### src/rtl/if_stage.sv
// Instruction-fetch stage: owns the PC, runs a single-outstanding request/response
// fetch to a variable-latency instruction memory and loads the IF/ID register.
module if_stage #(
    parameter logic [31:0] RESET_PC = 32'h0000_0000
) (
    input  logic        clk,
    input  logic        rst,
    input  logic        stall,
    input  logic        redirect,
    input  logic [31:0] redirect_pc,
    output logic        imem_req,
    output logic [31:0] imem_addr,
    input  logic        imem_ready,
    input  logic        imem_rvalid,
    input  logic [31:0] imem_rdata,
    output logic        id_valid,
    output logic [31:0] id_instr,
    output logic [31:0] id_pc,
    output logic [31:0] id_pc4
);

    typedef enum logic [1:0] {
        S_IDLE,
        S_REQ,
        S_WAIT,
        S_HOLD
    } state_t;

    state_t      state_q, state_d;
    logic [31:0] pc_q, pc_d;
    logic        discard_q, discard_d;
    logic [31:0] skid_instr_q, skid_instr_d;
    logic [31:0] skid_pc_q, skid_pc_d;

    logic        id_valid_d;
    logic [31:0] id_instr_d, id_pc_d, id_pc4_d;

    logic        capture;
    logic [31:0] cap_instr, cap_pc;

    // Targets are word aligned; the low two bits are dropped on purpose.
    logic        unused_addr_bits;
    assign unused_addr_bits = ^redirect_pc[1:0];

    // NOTE: every signal written here gets a default first, so no path can infer a latch.
    always_comb begin
        state_d      = state_q;
        pc_d         = pc_q;
        discard_d    = discard_q;
        skid_instr_d = skid_instr_q;
        skid_pc_d    = skid_pc_q;
        capture      = 1'b0;
        cap_instr    = 32'h0;
        cap_pc       = 32'h0;

        case (state_q)
            S_IDLE: state_d = S_REQ;
            S_REQ: begin
                if (imem_ready) state_d = S_WAIT;
            end
            S_WAIT: begin
                if (imem_rvalid) begin
                    if (discard_q) begin
                        discard_d = 1'b0;
                        state_d   = S_REQ;
                    end else begin
                        pc_d = pc_q + 32'd4;
                        if (!stall) begin
                            capture   = 1'b1;
                            cap_instr = imem_rdata;
                            cap_pc    = pc_q;
                            state_d   = S_REQ;
                        end else begin
                            skid_instr_d = imem_rdata;
                            skid_pc_d    = pc_q;
                            state_d      = S_HOLD;
                        end
                    end
                end
            end
            S_HOLD: begin
                if (!stall) begin
                    capture      = 1'b1;
                    cap_instr    = skid_instr_q;
                    cap_pc       = skid_pc_q;
                    skid_instr_d = 32'h0;
                    skid_pc_d    = 32'h0;
                    state_d      = S_REQ;
                end
            end
            default: state_d = S_IDLE;
        endcase

        // A redirect beats stall everywhere; an already accepted fetch must be drained.
        if (redirect) begin
            pc_d         = {redirect_pc[31:2], 2'b00};
            skid_instr_d = 32'h0;
            skid_pc_d    = 32'h0;
            capture      = 1'b0;
            case (state_q)
                S_REQ: begin
                    if (imem_ready) begin
                        state_d   = S_WAIT;
                        discard_d = 1'b1;
                    end else begin
                        state_d = S_REQ;
                    end
                end
                S_WAIT: begin
                    if (imem_rvalid) begin
                        state_d   = S_REQ;
                        discard_d = 1'b0;
                    end else begin
                        state_d   = S_WAIT;
                        discard_d = 1'b1;
                    end
                end
                default: state_d = S_REQ;
            endcase
        end

        id_valid_d = id_valid;
        id_instr_d = id_instr;
        id_pc_d    = id_pc;
        id_pc4_d   = id_pc4;
        if (redirect || (!stall && !capture)) begin
            id_valid_d = 1'b0;
            id_instr_d = 32'h0;
        end else if (capture) begin
            id_valid_d = 1'b1;
            id_instr_d = cap_instr;
            id_pc_d    = cap_pc;
            id_pc4_d   = cap_pc + 32'd4;
        end
    end

    // NOTE: sequential state uses non-blocking assignments so all registers update together.
    always_ff @(posedge clk or negedge rst) begin
        if (!rst) begin
            state_q      <= S_IDLE;
            pc_q         <= RESET_PC;
            discard_q    <= 1'b0;
            skid_instr_q <= 32'h0;
            skid_pc_q    <= 32'h0;
            id_valid     <= 1'b0;
            id_instr     <= 32'h0;
            id_pc        <= 32'h0;
            id_pc4       <= 32'h0;
        end else begin
            state_q      <= state_d;
            pc_q         <= pc_d;
            discard_q    <= discard_d;
            skid_instr_q <= skid_instr_d;
            skid_pc_q    <= skid_pc_d;
            id_valid     <= id_valid_d;
            id_instr     <= id_instr_d;
            id_pc        <= id_pc_d;
            id_pc4       <= id_pc4_d;
        end
    end

    assign imem_req  = (state_q == S_REQ);
    assign imem_addr = pc_q;

endmodule

### config.mk
export PLATFORM = sky130hd
export DESIGN_NAME = if_stage
export DESIGN_NICKNAME = d
export VERILOG_FILES = /design/src/rtl/if_stage.sv
export SDC_FILE = /design/constraint.sdc
export NUM_CORES = 1
export LEC_CHECK = 0
export CAP_MARGIN = 20
export CORE_ASPECT_RATIO = 0.8
export CORE_UTILIZATION = 55
export CTS_CLUSTER_DIAMETER = 60
export DETAILED_ROUTE_END_ITERATION = 16
export PLACE_DENSITY_LB_ADDON = 0.12
export SKIP_CTS_REPAIR_TIMING = 1
export SLEW_MARGIN = 20
export SYNTH_ARGS = -nofsm -noshare
export SYNTH_HDL_FRONTEND = slang
export SYNTH_SLANG_ARGS = --single-unit
### constraint.sdc
create_clock -name clk -period 4.06 [get_ports clk]
set_input_delay 0.406 -clock clk [delete_from_list [all_inputs] [get_ports clk]]
set_output_delay 0.406 -clock clk [all_outputs]
set_load 0.01 [all_outputs]
### Yosys cells after proc, flatten, opt, wreduce, memory -nomap -nowiden

Index checks and enable logic that the tools add are counted.
W data, S select, Z words.

| cells by class | value |
|---|---|
| add/subtract/negate cells | 2 |
| eq/ne operators | 9 |
| multiplexer cells | 50 |
| bitwise logic cells | 1 |
| reductions and logical operators | 13 |

Operators by type and width:

| kind | number |
|---|---|
| $mux W32 | 23 |
| $pmux W32 S2 | 4 |
| $add A32 B3 Y32 const B | 2 |
| $mux W2 | 8 |
| $ne A3 B3 Y1 const B | 4 |
| $mux W1 | 11 |
| $pmux W2 S4 | 1 |
| $reduce_and A3 Y1 | 2 |
| $reduce_bool A2 Y1 | 3 |
| $reduce_and A5 Y1 | 1 |
| $eq A2 B2 Y1 const B | 2 |
| $pmux W1 S2 | 2 |
| $pmux W2 S2 | 1 |
| $ne A3 B2 Y1 const B | 1 |
| $reduce_bool A3 Y1 | 1 |
| $eq A2 B1 Y1 const B | 1 |
| $logic_not A1 Y1 | 2 |
| $logic_not A2 Y1 | 1 |
| $ne A2 B2 Y1 const B | 1 |
| $reduce_and A2 Y1 | 1 |
| $logic_and A1 B1 Y1 | 1 |
| $logic_or A1 B1 Y1 | 1 |
| $not A1 Y1 | 1 |

| word-level totals | value |
|---|---|
| register bits after elaboration | 196 |
| bits of input ports | 70 |
| logic and storage cells | 84 |

### Logic depth before layout (Yosys ltp)

| depth | value |
|---|---|
| depth after elaboration | 10 |
| depth in mapped cells | 13 |
| depth with buffers taken out | 10 |

### Worst setup path before layout

Ideal clock, no wire load.

| path | value |
|---|---|
| kind | flip-flop to flip-flop |
| start point | register state_q[0] |
| end point | register id_pc4[30] |
| arrival time | 2.427 ns |
| required time | 3.968 ns |
| setup slack | 1.542 ns |
| cell stages (with the launch flop) | 14 |
| path buffers | 3 |
| cells stage by stage | dfrtp_1 -> inv_1 -> ha_1 -> and4bb_1 -> buf_4 -> a22oi_1 -> inv_1 -> ha_1 -> nand2b_1 -> clkbuf_1 -> nor4_4 -> buf_6 -> a31oi_1 -> o31ai_2 |

RTL lines:

| what | RTL line | text |
|---|---|---|
| start, declared | 29 | `state_t state_q, state_d;` |
| start signal, assigned | 150 | `state_q <= state_d;` |
| $eq A2 B2 Y1 | 56 | `case (state_q)` |
| $pmux W32 S2 (*) | 56 |  |
| named net cap_pc[3] | 39 | `logic [31:0] cap_instr, cap_pc;` |
| $add A32 B3 Y32 (*) | 133 | `id_pc4_d = cap_pc + 32'd4;` |
| end signal, assigned | 158 | `id_pc4 <= id_pc4_d;` |
| end, declared | 19 | `output logic [31:0] id_pc4` |

Mark *: on every way through the listed nets, which the timed path passes. The rest lies on a longest branch.
A chain may end at the register's enable or synchronous reset.

### Worst setup path after layout

| path | value |
|---|---|
| start point | register state_q[0] |
| end point | register id_pc4[29] |

| on the way | value |
|---|---|
| longest elaborated chain between the ends | 8 |

Ends and longest elaborated chain:

| what |
|---|
| branches (longest 8 deep; another with $add A32 B3 Y32) |

Several ways; the timed one is not identified.

==> flow_metrics.env <==
export IMPL_synth_seq_cells=190
export IMPL_n_fill_cell=1314
export IMPL_layout_drive_gt1_share=0.0656
export IMPL_initial_core_util=0.563
export IMPL_crit_type="flip-flop to flip-flop"
export IMPL_multi_input_area_um2=4190
export IMPL_combPwrFrac=0.250
export IMPL_p_leak_nw=4.98
export IMPL_period_needed_ns=3.39
export IMPL_grt_overflow=0
export IMPL_critPathMaxFanout=18
export IMPL_cap_viol_max_count=0
export IMPL_viasPerCell=5.80
export IMPL_std_cell_rows=42
export IMPL_hold_violations=0
export IMPL_setup_viol=0
export IMPL_pwr_share_seq=0.442
export IMPL_die_h_um=119
export IMPL_cts_max_level=4
export IMPL_area_growth_synth_to_final_pct=28.7
export IMPL_cts_tree="yes"
export IMPL_met3_usage=0.0575
export IMPL_clock_latency_ns=0.44
export IMPL_async_flop_share=1.00
export IMPL_grtUsageMet2=0.459
export IMPL_core_area_um2=16600
export IMPL_synth_compound_area_frac=0.185
export IMPL_dp_slack_ns=0.510
export IMPL_grt_pass1_wl_mm=40.8
export IMPL_period_share=0.834
export IMPL_setup_worst_path_start_class="flip-flop"
export IMPL_die_x_um=148
export IMPL_io_buffers=195
export IMPL_placed_cell_area_um2=11400
export IMPL_gp_congestion=0.836
export IMPL_synth_top_flop_cell="dfrtp_1"
export IMPL_n_antenna_cell=0
export IMPL_arrival_ns=3.71
export IMPL_tns_ns=0
export IMPL_wl_mm=25.0
export IMPL_grtUsageTotal=0.297
export IMPL_clockRootBuffer="clkbuf_16"
export IMPL_syn_cell_area_um2=9350
export IMPL_final_common_cell="nand2_1"
export IMPL_route_detailed_drc=0
export IMPL_tightest_slew_ns=0.914
export IMPL_relSlewSlack=0.391
export IMPL_p_per_area_nw_per_um2=454
export IMPL_final_cell_mix="nand2_1, clkdlybuf4s50_1, dfrtp_1, o21ai_0, nor2_1"
export IMPL_synth_edf_count=0
export IMPL_skew_ns=0.00999
export IMPL_p_int_mw=3.71
export IMPL_drtIter0Drc=720
export IMPL_r2r_slack_ns=0.67
export IMPL_synth_warnings=0
export IMPL_synth_simple_area_share=0.204
export IMPL_busiest_layer="met2"
export IMPL_post_drt_wl_per_cell_um=17.4
export IMPL_ir_drop_uv=335
export IMPL_antenna_found_initial=0
export IMPL_syn_avg_cell_area_um2=8.82
export IMPL_grt_start_max_net_pins=92
export IMPL_crit_required_ns=4.38
export IMPL_synthAdderAreaFrac=0.00803
export IMPL_clk_pin_slew_worst_paths_ns=0.07
export IMPL_ant_nets=0
export IMPL_seq_area_um2=4750
export IMPL_power_switching_mw=1.75
export IMPL_finalPower_mw=5.47
export IMPL_clockBufferDepth=2
export IMPL_vias=8345
export IMPL_seq_area_frac_synth=0.508
export IMPL_met1_usage=0.428
export IMPL_setup_ws_ns=0.674
export IMPL_muxShareOfSynthArea=0.00589
export IMPL_synth_cells=1060
export IMPL_layout_nets=1283
export IMPL_fmaxAchievable_mhz=295
export IMPL_rsz0062_at_grt="no"
export IMPL_status="completed"
export IMPL_switching_share=0.321
export IMPL_hold_path_class="input port to asynchronous set/reset pin"
export IMPL_dp_hpwl_mm=16.7
export IMPL_grt_pass1_vias=7837
export IMPL_synth_top_family_by_area="simple AND/OR/NAND/NOR gates"
export IMPL_io_pins=200
export IMPL_final_area_um2=12000
export IMPL_pwr_share_clk=0.308
export IMPL_cts_buffers=17
export IMPL_dr_pass1_iters=5
export IMPL_cts_sinks=190
export IMPL_cp_end_kind="flip-flop"
export IMPL_dieArea_um2=17500
export IMPL_slew_violations=0
export IMPL_synthXorXnorAreaFrac=0.0393
export IMPL_synth_cell_types=58
## sequential cells by signal, summed over array words and instances (netlist names)
signal and cells:
id_instr 32, discard_q 1, id_valid 1, skid_instr_q 32, imem_addr 30, id_pc4 30, id_pc 31, state_q 2
skid_pc_q 31
## cell families after synthesis
| logic type | Yosys count |
|---|---|
| compound gates | 277 |
| xor+xnor | 42 |
| other cells | 1 |
| simple gates | 437 |
| buf+inv | 102 |
| mux | 5 |
| fa+ha+maj | 6 |
| flops | 190 |
## area by class of cell
type / count / area share
clock buffer: 17 / 0.0354
clock inverter: 15 / 0.0137
inverter: 13 / 0.00406
multi-input combinational: 769 / 0.348
sequential: 190 / 0.395
tap: 220 / 0.0229
timing repair buffer: 216 / 0.181
## synthesized netlist by cell type (9+ instances only)
cell type  count  share of area
nor2_1        92          0.037
a22oi_1       56          0.045
o21ai_0      131          0.070
nand4_1       22          0.015
clkbuf_1      61          0.024
a21oi_1       34          0.018
inv_1         13         0.0052
a211o_1        9         0.0084
dfrtp_1      190           0.51
buf_1          9         0.0036
xnor2_1       23          0.022
nand3_1       21          0.011
xor2_1        19          0.018
nor3_1        12         0.0064
nand2_1      250           0.10
## worst paths after layout
kind | start | endpoint | cells after the start
min reg2reg | id_pc[29] | id_pc[29] | 2
min | rst | id_pc[31] | 1
max reg2reg | state_q[0] | id_pc4[29] | 9
min in group clk | redirect | imem_addr[20] | 2
max in group asynchronous | rst | id_instr[9] | 2
max | state_q[0] | id_pc4[29] | 9
## critical path, cell delays in order, from the launching register on
cell      delay (ns)
dfrtp_1         0.43
inv_1           0.08
ha_1            0.30
and4bb_1        0.68
buf_4           0.39
a22oi_1         0.23
or4_4           0.55
nor2_4          0.23
a31oi_1         0.11
a221o_1         0.27
## metrics by stage
stage,utilization,hold slack (ns),instances
final,0.724,0.00800,1440
after global routing,0.724,0.0822,1440
after CTS,0.723,0.0611,1439
after detailed placement,0.687,0.463,1407
after global placement,0.687,0.457,1407
after floorplan,-,0.110,1061
## power by group through the flow
stage	Sequential [mW]	Combinational (mW)	Clock [mW]
after global routing	2.45	1.51	1.78
final	2.42	1.37	1.68
after global placement	2.43	1.32	0
after floorplan	2.45	0.680	0
after CTS	2.41	1.36	1.71
after detailed placement	2.45	1.35	0
## routing by layer
metal | wire length (µm) | up-vias
met1 | 11300 | 4061
met2 | 11800 | 307
met5 | 0 | -
li1 | - | 3946
met4 | 351 | 0
met3 | 1570 | 31
No activity file was read; power rests on OpenSTA's default activity.
